`src/rtl/systolic_seq_ctrl_if.sv`:
```
// systolic_seq_ctrl_if
//   Bundles the sequencer's job-control, operand-buffer, array-control and
//   result-handshake signals.
//   master: the sequencer side (drives buffer reads, array controls, results).
//   slave : the environment side (issues jobs, accepts result rows).
//   Signals:
//     start, k_len          job request and reduction length
//     busy, done            job status
//     a_rd_en, a_rd_addr    per-row A buffer reads (slice i = [i*KW +: KW])
//     b_rd_en, b_rd_addr    per-column B buffer reads
//     a_zero, b_zero        zero-injection masks, aligned with buffer data
//     arr_en, arr_clr_n     PE enable and active-low accumulator clear
//     res_row, res_valid    result row being presented
//     res_ready             downstream accepts the row
interface systolic_seq_ctrl_if #(
  parameter int N    = 4,
  parameter int KMAX = 255,
  parameter int KW   = $clog2(KMAX + 1)
);
  localparam int RW = (N > 1) ? $clog2(N) : 1;

  logic            start;
  logic [KW-1:0]   k_len;
  logic            busy;
  logic            done;
  logic [N-1:0]    a_rd_en;
  logic [N*KW-1:0] a_rd_addr;
  logic [N-1:0]    b_rd_en;
  logic [N*KW-1:0] b_rd_addr;
  logic [N-1:0]    a_zero;
  logic [N-1:0]    b_zero;
  logic            arr_en;
  logic            arr_clr_n;
  logic [RW-1:0]   res_row;
  logic            res_valid;
  logic            res_ready;

  modport master (
    input  start, k_len, res_ready,
    output busy, done, a_rd_en, a_rd_addr, b_rd_en, b_rd_addr,
           a_zero, b_zero, arr_en, arr_clr_n, res_row, res_valid
  );

  modport slave (
    output start, k_len, res_ready,
    input  busy, done, a_rd_en, a_rd_addr, b_rd_en, b_rd_addr,
           a_zero, b_zero, arr_en, arr_clr_n, res_row, res_valid
  );
endinterface

```
`src/rtl/systolic_seq_ctrl.sv`:
```
// systolic_seq_ctrl
//   Sequencer for an N x N systolic matrix-multiply array. Clears the array,
//   issues skewed A-row / B-column buffer reads, drives the PE enable and
//   zero-injection masks one cycle behind the reads (buffer latency), then
//   steps result rows out under a valid/ready handshake.
//   Ports:
//     clk  rising-edge clock
//     rst  asynchronous active-high reset
//     io   systolic_seq_ctrl_if.master (job control, buffer reads, array
//          controls, result handshake)
module systolic_seq_ctrl #(
  parameter int N    = 4,
  parameter int KMAX = 255,
  parameter int KW   = $clog2(KMAX + 1)
) (
  input  logic                 clk,
  input  logic                 rst,
  systolic_seq_ctrl_if.master  io
);
  localparam int RW = (N > 1) ? $clog2(N) : 1;
  // Wide enough for kq + 2N - 2 with kq = KMAX, so t never wraps.
  localparam int TW = KW + $clog2(N) + 1;

  typedef enum logic [2:0] {IDLE, CLEAR, FEED, FLUSH, READ, DONE} state_t;

  state_t          state;
  logic [KW-1:0]   kq;
  logic [TW-1:0]   t;
  logic [TW-1:0]   t_last;
  logic [TW-1:0]   tv;
  logic [N-1:0]    win_en;
  logic [N*KW-1:0] win_addr;

  assign t_last = TW'(kq) + TW'(2 * N - 3);

  // Read window for the FEED cycle about to start: t=0 when leaving CLEAR,
  // t+1 while in FEED. Outputs are registered from this.
  always_comb begin
    tv       = (state == FEED) ? t + TW'(1) : '0;
    win_en   = '0;
    win_addr = '0;
    for (int unsigned i = 0; i < N; i++) begin
      if ((tv >= TW'(i)) && ((tv - TW'(i)) < TW'(kq))) begin
        win_en[i]              = 1'b1;
        win_addr[i*KW +: KW]   = KW'(tv - TW'(i));
      end
    end
  end

  always_ff @(posedge clk or posedge rst) begin
    if (rst) begin
      state        <= IDLE;
      kq           <= '0;
      t            <= '0;
      io.busy      <= 1'b0;
      io.done      <= 1'b0;
      io.a_rd_en   <= '0;
      io.b_rd_en   <= '0;
      io.a_rd_addr <= '0;
      io.b_rd_addr <= '0;
      io.a_zero    <= '1;
      io.b_zero    <= '1;
      io.arr_en    <= 1'b0;
      io.arr_clr_n <= 1'b1;
      io.res_row   <= '0;
      io.res_valid <= 1'b0;
    end else begin
      io.done      <= 1'b0;
      io.arr_clr_n <= 1'b1;
      io.arr_en    <= 1'b0;
      io.a_zero    <= '1;
      io.b_zero    <= '1;
      io.a_rd_en   <= '0;
      io.b_rd_en   <= '0;
      io.a_rd_addr <= '0;
      io.b_rd_addr <= '0;
      case (state)
        IDLE: begin
          if (io.start) begin
            kq           <= io.k_len;
            state        <= CLEAR;
            io.busy      <= 1'b1;
            io.arr_clr_n <= 1'b0;
          end
        end
        CLEAR: begin
          if (kq != '0) begin
            state        <= FEED;
            t            <= '0;
            io.a_rd_en   <= win_en;
            io.b_rd_en   <= win_en;
            io.a_rd_addr <= win_addr;
            io.b_rd_addr <= win_addr;
          end else begin
            state        <= READ;
            io.res_valid <= 1'b1;
            io.res_row   <= '0;
          end
        end
        FEED: begin
          // Buffer data for this cycle's reads appears next cycle, so the
          // masks and enable follow the currently registered read strobes.
          io.arr_en <= 1'b1;
          io.a_zero <= ~io.a_rd_en;
          io.b_zero <= ~io.b_rd_en;
          if (t == t_last) begin
            state <= FLUSH;
          end else begin
            t            <= t + TW'(1);
            io.a_rd_en   <= win_en;
            io.b_rd_en   <= win_en;
            io.a_rd_addr <= win_addr;
            io.b_rd_addr <= win_addr;
          end
        end
        FLUSH: begin
          state        <= READ;
          io.res_valid <= 1'b1;
          io.res_row   <= '0;
        end
        READ: begin
          if (io.res_ready) begin
            if (io.res_row == RW'(N - 1)) begin
              state        <= DONE;
              io.res_valid <= 1'b0;
              io.done      <= 1'b1;
            end else begin
              io.res_row <= io.res_row + RW'(1);
            end
          end
        end
        DONE: begin
          state      <= IDLE;
          io.busy    <= 1'b0;
          io.res_row <= '0;
        end
        default: state <= IDLE;
      endcase
    end
  end
endmodule

```
`src/flat_wrapper.sv`:
```
// flat-port wrapper written by rule: the top's interface ports become plain ports
module systolic_seq_ctrl_flat 
#(
  parameter int N    = 4,
  parameter int KMAX = 255,
  parameter int KW   = $clog2(KMAX + 1)
)
  (clk, rst, io_start, io_k_len, io_res_ready, io_busy, io_done, io_a_rd_en, io_a_rd_addr, io_b_rd_en, io_b_rd_addr, io_a_zero, io_b_zero, io_arr_en, io_arr_clr_n, io_res_row, io_res_valid);
  systolic_seq_ctrl_if #(.N(N), .KMAX(KMAX), .KW(KW)) io_i ();
  input  logic clk;
  input  logic rst;
  input wire logic [$bits(io_i.start)-1:0] io_start;
  input wire logic [$bits(io_i.k_len)-1:0] io_k_len;
  input wire logic [$bits(io_i.res_ready)-1:0] io_res_ready;
  output wire logic [$bits(io_i.busy)-1:0] io_busy;
  output wire logic [$bits(io_i.done)-1:0] io_done;
  output wire logic [$bits(io_i.a_rd_en)-1:0] io_a_rd_en;
  output wire logic [$bits(io_i.a_rd_addr)-1:0] io_a_rd_addr;
  output wire logic [$bits(io_i.b_rd_en)-1:0] io_b_rd_en;
  output wire logic [$bits(io_i.b_rd_addr)-1:0] io_b_rd_addr;
  output wire logic [$bits(io_i.a_zero)-1:0] io_a_zero;
  output wire logic [$bits(io_i.b_zero)-1:0] io_b_zero;
  output wire logic [$bits(io_i.arr_en)-1:0] io_arr_en;
  output wire logic [$bits(io_i.arr_clr_n)-1:0] io_arr_clr_n;
  output wire logic [$bits(io_i.res_row)-1:0] io_res_row;
  output wire logic [$bits(io_i.res_valid)-1:0] io_res_valid;
  assign io_i.start = io_start;
  assign io_i.k_len = io_k_len;
  assign io_i.res_ready = io_res_ready;
  assign io_busy = io_i.busy;
  assign io_done = io_i.done;
  assign io_a_rd_en = io_i.a_rd_en;
  assign io_a_rd_addr = io_i.a_rd_addr;
  assign io_b_rd_en = io_i.b_rd_en;
  assign io_b_rd_addr = io_i.b_rd_addr;
  assign io_a_zero = io_i.a_zero;
  assign io_b_zero = io_i.b_zero;
  assign io_arr_en = io_i.arr_en;
  assign io_arr_clr_n = io_i.arr_clr_n;
  assign io_res_row = io_i.res_row;
  assign io_res_valid = io_i.res_valid;
  systolic_seq_ctrl #(.N(N), .KMAX(KMAX), .KW(KW)) u_core (.clk(clk), .rst(rst), .io(io_i));
endmodule
```
`config.mk`:
```
export PLATFORM = sky130hd
export DESIGN_NAME = systolic_seq_ctrl_flat
export DESIGN_NICKNAME = d
export VERILOG_FILES = /design/src/rtl/systolic_seq_ctrl_if.sv /design/src/rtl/systolic_seq_ctrl.sv /design/src/flat_wrapper.sv
export SDC_FILE = /design/constraint.sdc
export NUM_CORES = 1
export LEC_CHECK = 0
export CORE_MARGIN = 3
export CORE_UTILIZATION = 52
export CTS_CLUSTER_SIZE = 20
export DETAILED_ROUTE_END_ITERATION = 8
export PLACE_DENSITY = 0.81
export SYNTH_ARGS = -nofsm -noshare
export SYNTH_HDL_FRONTEND = slang
export SYNTH_SLANG_ARGS = --single-unit
```
`constraint.sdc`:
```
create_clock -name clk -period 5 [get_ports clk]
set_input_delay 1.25 -clock clk [delete_from_list [all_inputs] [get_ports clk]]
set_output_delay 1.25 -clock clk [all_outputs]
set_load 0.01 [all_outputs]
```
==> run metrics <==
DRC viols=0; Clock Path Buffers=2; worst slew pin tran=933 ps; Die Wd=102 um; Post-synth EDFFs=0; chip height=102 um; CTS Buf Count=9; largest net degree at the start of global routing=49; clk_skew=7.82 ps; most frequent cells in the layout=clkdlybuf4s50_1 (98), dfrtp_1 (64), nand2_1 (52); total track usage=25.4%; layout cell share with drive strength beyond 1=10.1%; synthesized flop and latch total=69; postcts setup bufs=0; vias in the first global route=3,851; number of antenna violations at the first check in global routing=0; post-synthesis net count=555; Yosys top cell by area=dfrtp_1; Hold Path Class=reg -> reg; final cycle utilization of the critical path=91.9%; Worst EP required=5270 ps; maximum VDD drop=167 uV; Netlist Area Pre-Place=0.00480 sq mm; library cells used by synthesis=79; Setup TNS Final=0 ps; via density per instance=6.08; number of diodes=0; RePlAce Congestion=0.973; switching part of the total=21.2%; first-pass GRT wire length=20,300 um; hpwl dp=9610 um; Root Driver=clkbuf_8; startpoint types=flip-flop; critical path fanouts, max=15; Primary FF master, synth=dfrtp_1; Synth area leaders=dfrtp_1 (33%), ha_1 (9.6%), buf_4 (7.0%), nand2_1 (4.1%), o21ai_0 (2.9%); via count=4,079; Slew Viols, Final=0; fin nets=607; IO Count=99; H-tree depth=3; number of DRC markers in iteration 0=300; clk sink count=69; Max Freq=0.218 GHz; CTS tree=done; CP Capture Type=flip-flop; initial core utilization=54.3%; port bufs=98; Tmin final=4600 ps; syn_area_per_cell=9.50 sq um; RSZ-0062 raised after global routing=no; total grt overflow=0; post-synthesis cell count=506; Clock transition at path regs=80 ps; status=completed; Layout area overhead=20.1%; die area=0.0104 sq mm; ys async rst share=100%; Power Internal=899 uW; Reg area=0.00173 sq mm; total power=1.14 mW; share of the synthesized area in the top cell type=33.3%; hold slack final=435 ps; number of max-cap violations=0; Relative slew margins=37.7%; PostCTS Resize Cnt=0; Synthesis Warnings=0; Psw=242 uW; drt first pass iters=5; Cell Rows=34; Flop pwr share=48.9%; Setup Crit Path Kind=reg -> reg; sequential element share of the synthesized area=36.1%; Final ANT Viol Nets=0; WL final=12,800 um; most common cell after layout, fill and taps aside=clkdlybuf4s50_1; share of power burned in combinational logic=1.8%; Hold Buf Count CTS=0; # setup viols final=0; final-report hold violation count=0; Filler cells=757; routed len/inst=19.0 um; Clock power frac=49.4%; static leakage=2.59 nW; Multi-input gate area=0.00252 sq mm; core footprint=0.00885 sq mm; clock latency on the worst-skew pair=360 ps; power density cells=198 mW/mm^2; Arr. time, crit path=4860 ps
[layer usage]
layer	track usage [%]	routed length (um)
met4	7.27	263
met1	33.2	5380
met3	5.46	980
met5	0	0
met2	42.6	6150
[stage by stage]
step / utilization [%] / setup slack (ps) / std cells / area [sq um]
after floorplan: - / 1030 / 506 / 4800
after global placement: 62.3 / 712 / 655 / 5520
after detailed placement: 62.3 / 448 / 655 / 5520
after CTS: 65.1 / 355 / 671 / 5760
after global routing: 65.2 / 103 / 671 / 5770
final: 65.2 / 404 / 671 / 5770
[registers in the layout, summed over array words and instances, names as in the netlist]
signal,count
u_core.io.a_rd_addr,32
u_core.io.a_rd_en,4
u_core.io.a_zero,4
u_core.io.arr_clr_n,1
u_core.io.arr_en,1
u_core.io.busy,1
u_core.io.done,1
u_core.io.res_row,2
u_core.io.res_valid,1
u_core.kq,8
u_core.state,3
u_core.t,11
[synthesized netlist by cell type, drive strengths merged (3+ instances only)]
master	count
xor2	8
and3	3
mux2i	6
inv	25
dfrtp	64
o211ai	4
and4	5
xnor2	16
nand4	4
nor3b	12
o21ai	30
a21o	9
nor3	17
or3	3
nor2	24
a31oi	6
a211oi	3
a21oi	15
a211o	3
a21boi	4
clkbuf	4
mux2	3
dfstp	5
ha	37
nor4	6
o21a	3
buf	60
nand3	10
and2	7
nor4b	8
nor2b	3
nand3b	3
nand2	54
[critical path, cell delays in order, from the launching register on]
cell and delay [ps]:
dfrtp_1 550, or3b_4 530, inv_1 220, nand2_1 270
ha_1 300, a21boi_0 290, nand2_1 190, o32ai_1 430
ha_1 310, and4_1 210, a31oi_1 190, nand2_1 80
nand4b_1 210, a311o_1 470, nor3b_1 250
[path summary, 6_finish.rpt]
kind | to | depth (start not counted) | slack, ps | start
worst max-delay path | u_core.io.a_rd_addr[15]$_DFF_PP0_ | 14 | 400 | u_core.state[0]$_DFFE_PP0P_
worst min-delay path | u_core.io.a_zero[0]$_DFF_PP1_ | 1 | 430 | u_core.io.a_rd_en[0]$_DFF_PP0_
worst max register to register | u_core.io.a_rd_addr[15]$_DFF_PP0_ | 14 | 400 | u_core.state[0]$_DFFE_PP0P_
worst min register to register | u_core.io.a_zero[0]$_DFF_PP1_ | 1 | 430 | u_core.io.a_rd_en[0]$_DFF_PP0_
max in group asynchronous | u_core.io.arr_clr_n$_DFF_PP1_ | 3 | 2680 | rst
min in group asynchronous | u_core.io.a_rd_addr[3]$_DFF_PP0_ | 2 | 1410 | rst
[power by group through the flow]
stage / logic [mW] / registers [mW] / clock network, mW
2_1_floorplan: 0.00857 / 0.569 / 0
3_3_place_gp: 0.0203 / 0.569 / 0
3_5_place_dp: 0.0210 / 0.569 / 0
4_1_cts: 0.0211 / 0.558 / 0.575
5_1_grt: 0.0232 / 0.558 / 0.595
6_report: 0.0200 / 0.558 / 0.563
[area by class of cell]
type	instances	area share (%)
flip-flops and latches	69	30.0
well taps	108	2.34
inverters	26	1.78
multi-input cells	347	43.6
repair buffers	105	17.9
clock buffers	9	2.15
clock inverters	7	2.15
[cells by family after synthesis]
group,Yosys count,share of synthesized area [%]
xor gates and xnor gates,25,4.84
and+or+nand+nor,169,19.7
DFF,69,36.1
buffers and inverters,90,11.7
adders and majority gates,38,9.84
muxes,9,1.95
AOI/OAI and AO/OA,106,15.9
(Power assumes the default switching activity.)
